--- src/rtl/game_ctrl_if.sv ---
// game_ctrl_if: frame/start/collide/landed inputs and game status outputs of the
// frog-and-meteors game controller; master drives the inputs, slave is game_ctrl.
interface game_ctrl_if #(
    parameter int SPR_CNT = 5,
    parameter int SCORE_W = 8
);
    logic               frame;
    logic               start;
    logic               collide;
    logic [SPR_CNT-1:0] landed;
    logic [1:0]         state;
    logic               run;
    logic               frog_dead;
    logic [SCORE_W-1:0] score;
    logic [2:0]         speed;
    logic [SCORE_W-1:0] hiscore;

    modport master (
        output frame, start, collide, landed,
        input  state, run, frog_dead, score, speed, hiscore
    );

    modport slave (
        input  frame, start, collide, landed,
        output state, run, frog_dead, score, speed, hiscore
    );
endinterface

--- src/rtl/game_ctrl.sv ---
// game_ctrl: game FSM (ATTRACT/PLAY/DYING/OVER), scoring, speed levels, death countdown.
// Define GAME_CTRL_HISCORE_EN to keep a best-score register; otherwise hiscore is tied to 0.
module game_ctrl #(
    parameter int SPR_CNT    = 5,
    parameter int SCORE_W    = 8,
    parameter int LEVEL_PTS  = 10,
    parameter int SPEED_MIN  = 1,
    parameter int SPEED_MAX  = 4,
    parameter int DIE_FRAMES = 120
) (
    input  logic       clk_pix,
    input  logic       rst_n,
    game_ctrl_if.slave bus
);
    typedef enum logic [1:0] {
        ATTRACT = 2'd0,
        PLAY    = 2'd1,
        DYING   = 2'd2,
        OVER    = 2'd3
    } state_t;

    localparam int CNT_W = $clog2(SPR_CNT + 1);
    localparam int SUM_W = SCORE_W + 1;
    localparam int PTS_W = $clog2(LEVEL_PTS + SPR_CNT + 1);
    localparam int DIE_W = (DIE_FRAMES > 1) ? $clog2(DIE_FRAMES) : 1;
    localparam logic [2:0]       SPD_MIN  = 3'(SPEED_MIN);
    localparam logic [2:0]       SPD_MAX  = 3'(SPEED_MAX);
    localparam logic [PTS_W-1:0] PTS_STEP = PTS_W'(LEVEL_PTS);
    localparam logic [DIE_W-1:0] DIE_LOAD = DIE_W'(DIE_FRAMES - 1);

    state_t             state_q;
    logic               run_q;
    logic               frog_dead_q;
    logic               hit_q;
    logic               start_q;
    logic [SCORE_W-1:0] score_q;
    logic [2:0]         speed_q;
    logic [PTS_W-1:0]   pts_q;
    logic [DIE_W-1:0]   die_cnt_q;

    logic               start_edge;
    logic               enter_over;
    logic [CNT_W-1:0]   land_cnt;
    logic [SUM_W-1:0]   score_sum;
    logic [SCORE_W-1:0] score_sat;
    logic [PTS_W-1:0]   pts_sum;
    logic               level_up;
    logic [PTS_W-1:0]   pts_next;
    logic [2:0]         speed_next;

    assign start_edge = bus.start & ~start_q;
    assign enter_over = (state_q == DYING) && bus.frame && (die_cnt_q == '0);

    always_comb begin
        // NOTE: every always_comb output is assigned a default first, so no path can infer a latch.
        land_cnt = '0;
        for (int i = 0; i < SPR_CNT; i++) begin
            land_cnt = land_cnt + CNT_W'(bus.landed[i]);
        end
        score_sum  = {1'b0, score_q} + SUM_W'(land_cnt);
        score_sat  = score_sum[SCORE_W] ? '1 : score_sum[SCORE_W-1:0];
        pts_sum    = pts_q + PTS_W'(land_cnt);
        level_up   = (pts_sum >= PTS_STEP);
        pts_next   = level_up ? (pts_sum - PTS_STEP) : pts_sum;
        speed_next = (level_up && (speed_q < SPD_MAX)) ? (speed_q + 3'd1) : speed_q;
    end

    // start_q resets high so a start button held through reset never looks like a press.
    always_ff @(posedge clk_pix or negedge rst_n) begin
        if (!rst_n) begin
            state_q     <= ATTRACT;
            run_q       <= 1'b0;
            frog_dead_q <= 1'b0;
            hit_q       <= 1'b0;
            start_q     <= 1'b1;
            score_q     <= '0;
            speed_q     <= SPD_MIN;
            pts_q       <= '0;
            die_cnt_q   <= '0;
        end else begin
            // NOTE: sequential state uses non-blocking assignments so every register samples pre-edge values.
            start_q <= bus.start;
            case (state_q)
                ATTRACT, OVER: begin
                    if (start_edge) begin
                        state_q     <= PLAY;
                        run_q       <= 1'b1;
                        frog_dead_q <= 1'b0;
                        hit_q       <= 1'b0;
                        score_q     <= '0;
                        speed_q     <= SPD_MIN;
                        pts_q       <= '0;
                    end
                end
                PLAY: begin
                    if (bus.frame) begin
                        score_q <= score_sat;
                        pts_q   <= pts_next;
                        speed_q <= speed_next;
                    end
                    // The frame that ends the game still scores its landings above.
                    if (bus.frame && hit_q) begin
                        state_q     <= DYING;
                        run_q       <= 1'b0;
                        frog_dead_q <= 1'b1;
                        hit_q       <= 1'b0;
                        die_cnt_q   <= DIE_LOAD;
                    end else if (bus.collide) begin
                        hit_q <= 1'b1;
                    end
                end
                DYING: begin
                    if (enter_over) begin
                        state_q     <= OVER;
                        frog_dead_q <= 1'b0;
                    end else if (bus.frame) begin
                        die_cnt_q <= die_cnt_q - DIE_W'(1);
                    end
                end
            endcase
        end
    end

    assign bus.state     = state_q;
    assign bus.run       = run_q;
    assign bus.frog_dead = frog_dead_q;
    assign bus.score     = score_q;
    assign bus.speed     = speed_q;

`ifdef GAME_CTRL_HISCORE_EN
    logic [SCORE_W-1:0] hiscore_q;

    always_ff @(posedge clk_pix or negedge rst_n) begin
        if (!rst_n) begin
            hiscore_q <= '0;
        end else if (enter_over && (score_q > hiscore_q)) begin
            hiscore_q <= score_q;
        end
    end

    assign bus.hiscore = hiscore_q;
`else
    assign bus.hiscore = '0;
`endif

endmodule

--- src/flat_wrapper.sv ---
// flat-port wrapper written by rule: the top's interface ports become plain ports
module game_ctrl_flat 
#(
    parameter int SPR_CNT    = 5,
    parameter int SCORE_W    = 8,
    parameter int LEVEL_PTS  = 10,
    parameter int SPEED_MIN  = 1,
    parameter int SPEED_MAX  = 4,
    parameter int DIE_FRAMES = 120
)
  (clk_pix, rst_n, bus_frame, bus_start, bus_collide, bus_landed, bus_state, bus_run, bus_frog_dead, bus_score, bus_speed, bus_hiscore);
  game_ctrl_if #(.SPR_CNT(SPR_CNT), .SCORE_W(SCORE_W)) bus_i ();
  input  logic clk_pix;
  input  logic rst_n;
  input wire logic [$bits(bus_i.frame)-1:0] bus_frame;
  input wire logic [$bits(bus_i.start)-1:0] bus_start;
  input wire logic [$bits(bus_i.collide)-1:0] bus_collide;
  input wire logic [$bits(bus_i.landed)-1:0] bus_landed;
  output wire logic [$bits(bus_i.state)-1:0] bus_state;
  output wire logic [$bits(bus_i.run)-1:0] bus_run;
  output wire logic [$bits(bus_i.frog_dead)-1:0] bus_frog_dead;
  output wire logic [$bits(bus_i.score)-1:0] bus_score;
  output wire logic [$bits(bus_i.speed)-1:0] bus_speed;
  output wire logic [$bits(bus_i.hiscore)-1:0] bus_hiscore;
  assign bus_i.frame = bus_frame;
  assign bus_i.start = bus_start;
  assign bus_i.collide = bus_collide;
  assign bus_i.landed = bus_landed;
  assign bus_state = bus_i.state;
  assign bus_run = bus_i.run;
  assign bus_frog_dead = bus_i.frog_dead;
  assign bus_score = bus_i.score;
  assign bus_speed = bus_i.speed;
  assign bus_hiscore = bus_i.hiscore;
  game_ctrl #(.SPR_CNT(SPR_CNT), .SCORE_W(SCORE_W), .LEVEL_PTS(LEVEL_PTS), .SPEED_MIN(SPEED_MIN), .SPEED_MAX(SPEED_MAX), .DIE_FRAMES(DIE_FRAMES)) u_core (.clk_pix(clk_pix), .rst_n(rst_n), .bus(bus_i));
endmodule
--- config.mk ---
export PLATFORM = sky130hd
export DESIGN_NAME = game_ctrl_flat
export DESIGN_NICKNAME = d
export VERILOG_FILES = /design/src/rtl/game_ctrl_if.sv /design/src/rtl/game_ctrl.sv /design/src/flat_wrapper.sv
export SDC_FILE = /design/constraint.sdc
export NUM_CORES = 1
export LEC_CHECK = 0
export ABC_AREA = 1
export CAP_MARGIN = 20
export CORE_ASPECT_RATIO = 0.75
export CORE_MARGIN = 1
export CORE_UTILIZATION = 36
export CTS_BUF_LIST = sky130_fd_sc_hd__clkbuf_4 sky130_fd_sc_hd__clkbuf_8
export CTS_CLUSTER_SIZE = 14
export DETAILED_ROUTE_END_ITERATION = 10
export HOLD_SLACK_MARGIN = 0.08
export SLEW_MARGIN = 20
export SYNTH_ARGS = -nofsm -noshare
export SYNTH_HDL_FRONTEND = slang
export SYNTH_SLANG_ARGS = --single-unit
export TNS_END_PERCENT = 50
--- constraint.sdc ---
create_clock -name clk_pix -period 2.05 [get_ports clk_pix]
set_clock_uncertainty 0.05 [all_clocks]
set_input_delay 0.41 -clock clk_pix [delete_from_list [all_inputs] [get_ports clk_pix]]
set_output_delay 0.41 -clock clk_pix [all_outputs]
set_load 0.01 [all_outputs]
==> run summary <==
Result of the run: complete, but fails checks
Violations in the final reports: setup timing
Setup violations, final: 14
Finished layout cell area: 2480 um^2
Arrival time worst endpoint: 3140 ps
Number of logic stages on the critical path including buffering: 14
Ant diodes: 0
CP max FO: 2
Clock latency at the later pin of the worst-skew pair: 280 ps
Die height: 64.8 um
Number of instances in the synthesized netlist: 244
Avg Cell Area, Syn: 7.75 um^2
Reg-to-reg setup timing slack: 110 ps
Starting utilization of the core area: 37.9%
Path depth of the worst reg2reg path: 8
Pin count of the biggest net entering global routing: 29
Kind of path behind the tightest hold check: in -> async
Distinct cell type count of the synthesized netlist: 30
Type of element launching the critical path: primary input
Die Area: 5550 um^2
Worst path slowest cell: sky130_fd_sc_hd__fa_2
Number of remaining DRC errors: 0
Site row count: 22
Placement Setup Slack: -1650 ps
Seq. cell area: 703 um^2
Max clock buf depth: 2
Cells along the critical path: buf_6 > ha_4 > inv_2 > fa_1 > inv_2 > ha_4 > fa_2 > inv_2 > fa_2 > buf_4 > ha_4 > nand3_2 > nand3_2 > nand2_1
Number of buffers and inverters on the critical path: 5
Footprint of the multi-input gates: 1130 um^2
Kind of cell with the highest combined delay on the critical path: adder cells
CORE AREA: 4980 um^2
Leak: 1.27 nW
Layout net count: 313
Number of optimization iterations in the first detailed-route pass: 4
Cell area after technology mapping: 1890 um^2
Post-cts hold buffer count: 0
Routed wire length per instance: 10.9 um
Hold Slack: 437 ps
Total power of the final layout: 3.11 mW
All-Layer GR Usage: 15.0%
Flops & latches, synth: 28
Highest attainable clock frequency: 0.331 GHz
CTS buffer count: 3
Final hold violation count: 0
Fraction of final layout cells with drive strength greater than 1: 19.7%
Num Clock Sinks: 28
Post-layout min period: 3020 ps
Largest stage delay on the critical path: 590 ps
Standard cell area after detailed placement: 2310 um^2
Max-cap violations: 0
Total of warnings raised by yosys: 0
Via count: 1614
Power per unit of standard cell area: 1260 nW/um^2
Via count of the first global-routing pass: 1408
CTS H-Tree Depth: 1
Master cell of the clock root buffer: sky130_fd_sc_hd__clkbuf_8
Period utilisation layout: 147%
Number of inserted filler cells in the final layout: 470
Setup CP Type: in -> reg
Horiz. Die Dim: 85.7 um
Sequential element share of the synthesized area: 37.2%
TritonCTS clock tree: yes
Clock slew at reported path FFs: 100 ps
Final Max Tran Viols: 0
Overflow after GRT: 0
Setup repair after global routing missed its margin: true
Iter 0 DRT Violations: 53
Wire length of the first global-routing pass: 6540 um
Via-to-Cell Ratio: 4.53
Critical Path RT: 2180 ps
Final weighted congestion in routability-driven placement: 0.751
Count of nets left with antenna violations after detail routing: 0
Final HPWL from detailed placement: 2900 um
Fin worst setup slack: -969 ps
Peak ir drop on the vdd network: 0.747 mV
IO buf count: 24
Setup crit end kind: register
Number of antenna violations at the first check in global routing: 0
Number of top-level design ports: 33
Utilization after layout: 49.7%
Overall routed net length: 3880 um
Area growth from synthesis to final layout: 31.1%
## layout make-up
type                       instances  share of cell area, %
multi-input combinational        179                   45.6
timing repair buffer              39                   14.4
clock inverter                     1                   1.21
sequential                        28                   28.4
inverter                          34                   5.15
clock buffer                       3                   1.67
tap                               72                   3.63
## power breakdown
| group | total (mW) | internal, mW | switching (mW) |
|---|---|---|---|
| clock network | 0.443 | 0.262 | 0.181 |
| logic | 1.84 | 0.792 | 1.04 |
| registers | 0.833 | 0.709 | 0.124 |
## layout by cell type (no fill, tap or decap), types with 4 or more instances in the layout
cell type,n
sky130_fd_sc_hd__conb_1,8
sky130_fd_sc_hd__dfrtp_1,26
sky130_fd_sc_hd__nand2_2,5
sky130_fd_sc_hd__buf_4,14
sky130_fd_sc_hd__nand3_2,4
sky130_fd_sc_hd__inv_2,9
sky130_fd_sc_hd__nand2_1,68
sky130_fd_sc_hd__o21ai_1,6
sky130_fd_sc_hd__clkdlybuf4s50_1,20
sky130_fd_sc_hd__nand3_1,20
sky130_fd_sc_hd__ha_1,11
sky130_fd_sc_hd__nor2_1,19
sky130_fd_sc_hd__inv_1,25
## per-stage QoR
step	cells	TNS [ps]
after floorplan	251	-12980
after global placement	349	-22570
after detailed placement	349	-22670
after CTS	355	-13100
after global routing	356	-14610
final	356	-12800
## metal layers
metal	GRT usage (%)	wire length [um]	vias up
li1	-	-	848
met1	22.3	2050	736
met2	22.0	1660	28
met3	3.18	138	2
met4	3.75	27	0
met5	0	0	-
## state kept, by name, indices dropped and copies added, names as in the netlist
| name | cells |
|---|---|
| u_core.bus.state | 2 |
| u_core.bus.score | 8 |
| u_core.bus.speed | 3 |
| u_core.bus.run | 1 |
| u_core.hit_q | 1 |
| u_core.die_cnt_q | 7 |
| u_core.bus.frog_dead | 1 |
| u_core.pts_q | 4 |
| u_core.start_q | 1 |
## cell families (layout without fill, tap and decap cells)
| family | Yosys count | in the layout | share of synthesized area (%) |
|---|---|---|---|
| adders and majority gates | 18 | 18 | 13.5 |
| and+or+nand+nor | 126 | 126 | 28.5 |
| other | 1 | 8 | 0.198 |
| DFF | 28 | 28 | 37.2 |
| AOI/OAI and AO/OA | 22 | 22 | 7.54 |
| xor gates and xnor gates | 5 | 5 | 2.32 |
| buffers and inverters | 44 | 77 | 10.8 |
## timing repair
action                     4_1_cts  5_1_grt
buffers inserted                 2        1
setup endpoints to repair       15       17
resized for setup               26        9
pin swaps                       10       11
## synth_stat cells, drive strengths merged
| library cell | n | area [um^2] |
|---|---|---|
| buf | 10 | 76.3 |
| o31ai | 1 | 7.51 |
| inv | 34 | 128 |
| dfstp | 2 | 52.6 |
| a21o | 1 | 7.51 |
| dfrtp | 26 | 651 |
| fa | 4 | 80.1 |
| o211ai | 3 | 22.5 |
| o21ai | 10 | 53.8 |
| conb | 1 | 3.75 |
| nand3b | 1 | 20.0 |
| nand2 | 74 | 278 |
| xor2 | 1 | 8.76 |
| a22oi | 2 | 15.0 |
| nor2 | 20 | 75.1 |
| and3 | 1 | 6.26 |
| xnor2 | 4 | 35.0 |
| nand4 | 2 | 12.5 |
| a21oi | 2 | 10.0 |
| nor2b | 1 | 6.26 |
| ha | 14 | 175 |
| a22o | 3 | 26.3 |
| or2 | 2 | 15.0 |
| nand3 | 25 | 125 |
## worst register-to-register path: stages, from the launching register on
cell and delay (ps):
sky130_fd_sc_hd__dfrtp_1 400, sky130_fd_sc_hd__ha_1 210, sky130_fd_sc_hd__inv_1 90, sky130_fd_sc_hd__fa_2 460
sky130_fd_sc_hd__buf_4 160, sky130_fd_sc_hd__ha_4 250, sky130_fd_sc_hd__nand3_2 80, sky130_fd_sc_hd__nand3_2 80
sky130_fd_sc_hd__nand2_1 50
## final timing paths
path | endpoint | start
setup / recovery | u_core.pts_q[2]$_DFFE_PN0P_ | bus_landed[0]
hold / removal | u_core.bus.score[2]$_DFFE_PN0P_ | rst_n
setup reg to reg | u_core.pts_q[2]$_DFFE_PN0P_ | u_core.pts_q[0]$_DFFE_PN0P_
hold reg to reg | u_core.bus.run$_DFFE_PN0P_ | u_core.bus.run$_DFFE_PN0P_
max in group asynchronous | u_core.bus.speed[0]$_DFFE_PN1P_ | rst_n
min in group clk_pix | u_core.bus.run$_DFFE_PN0P_ | u_core.bus.run$_DFFE_PN0P_
Power figures use the tool's default switching activity.
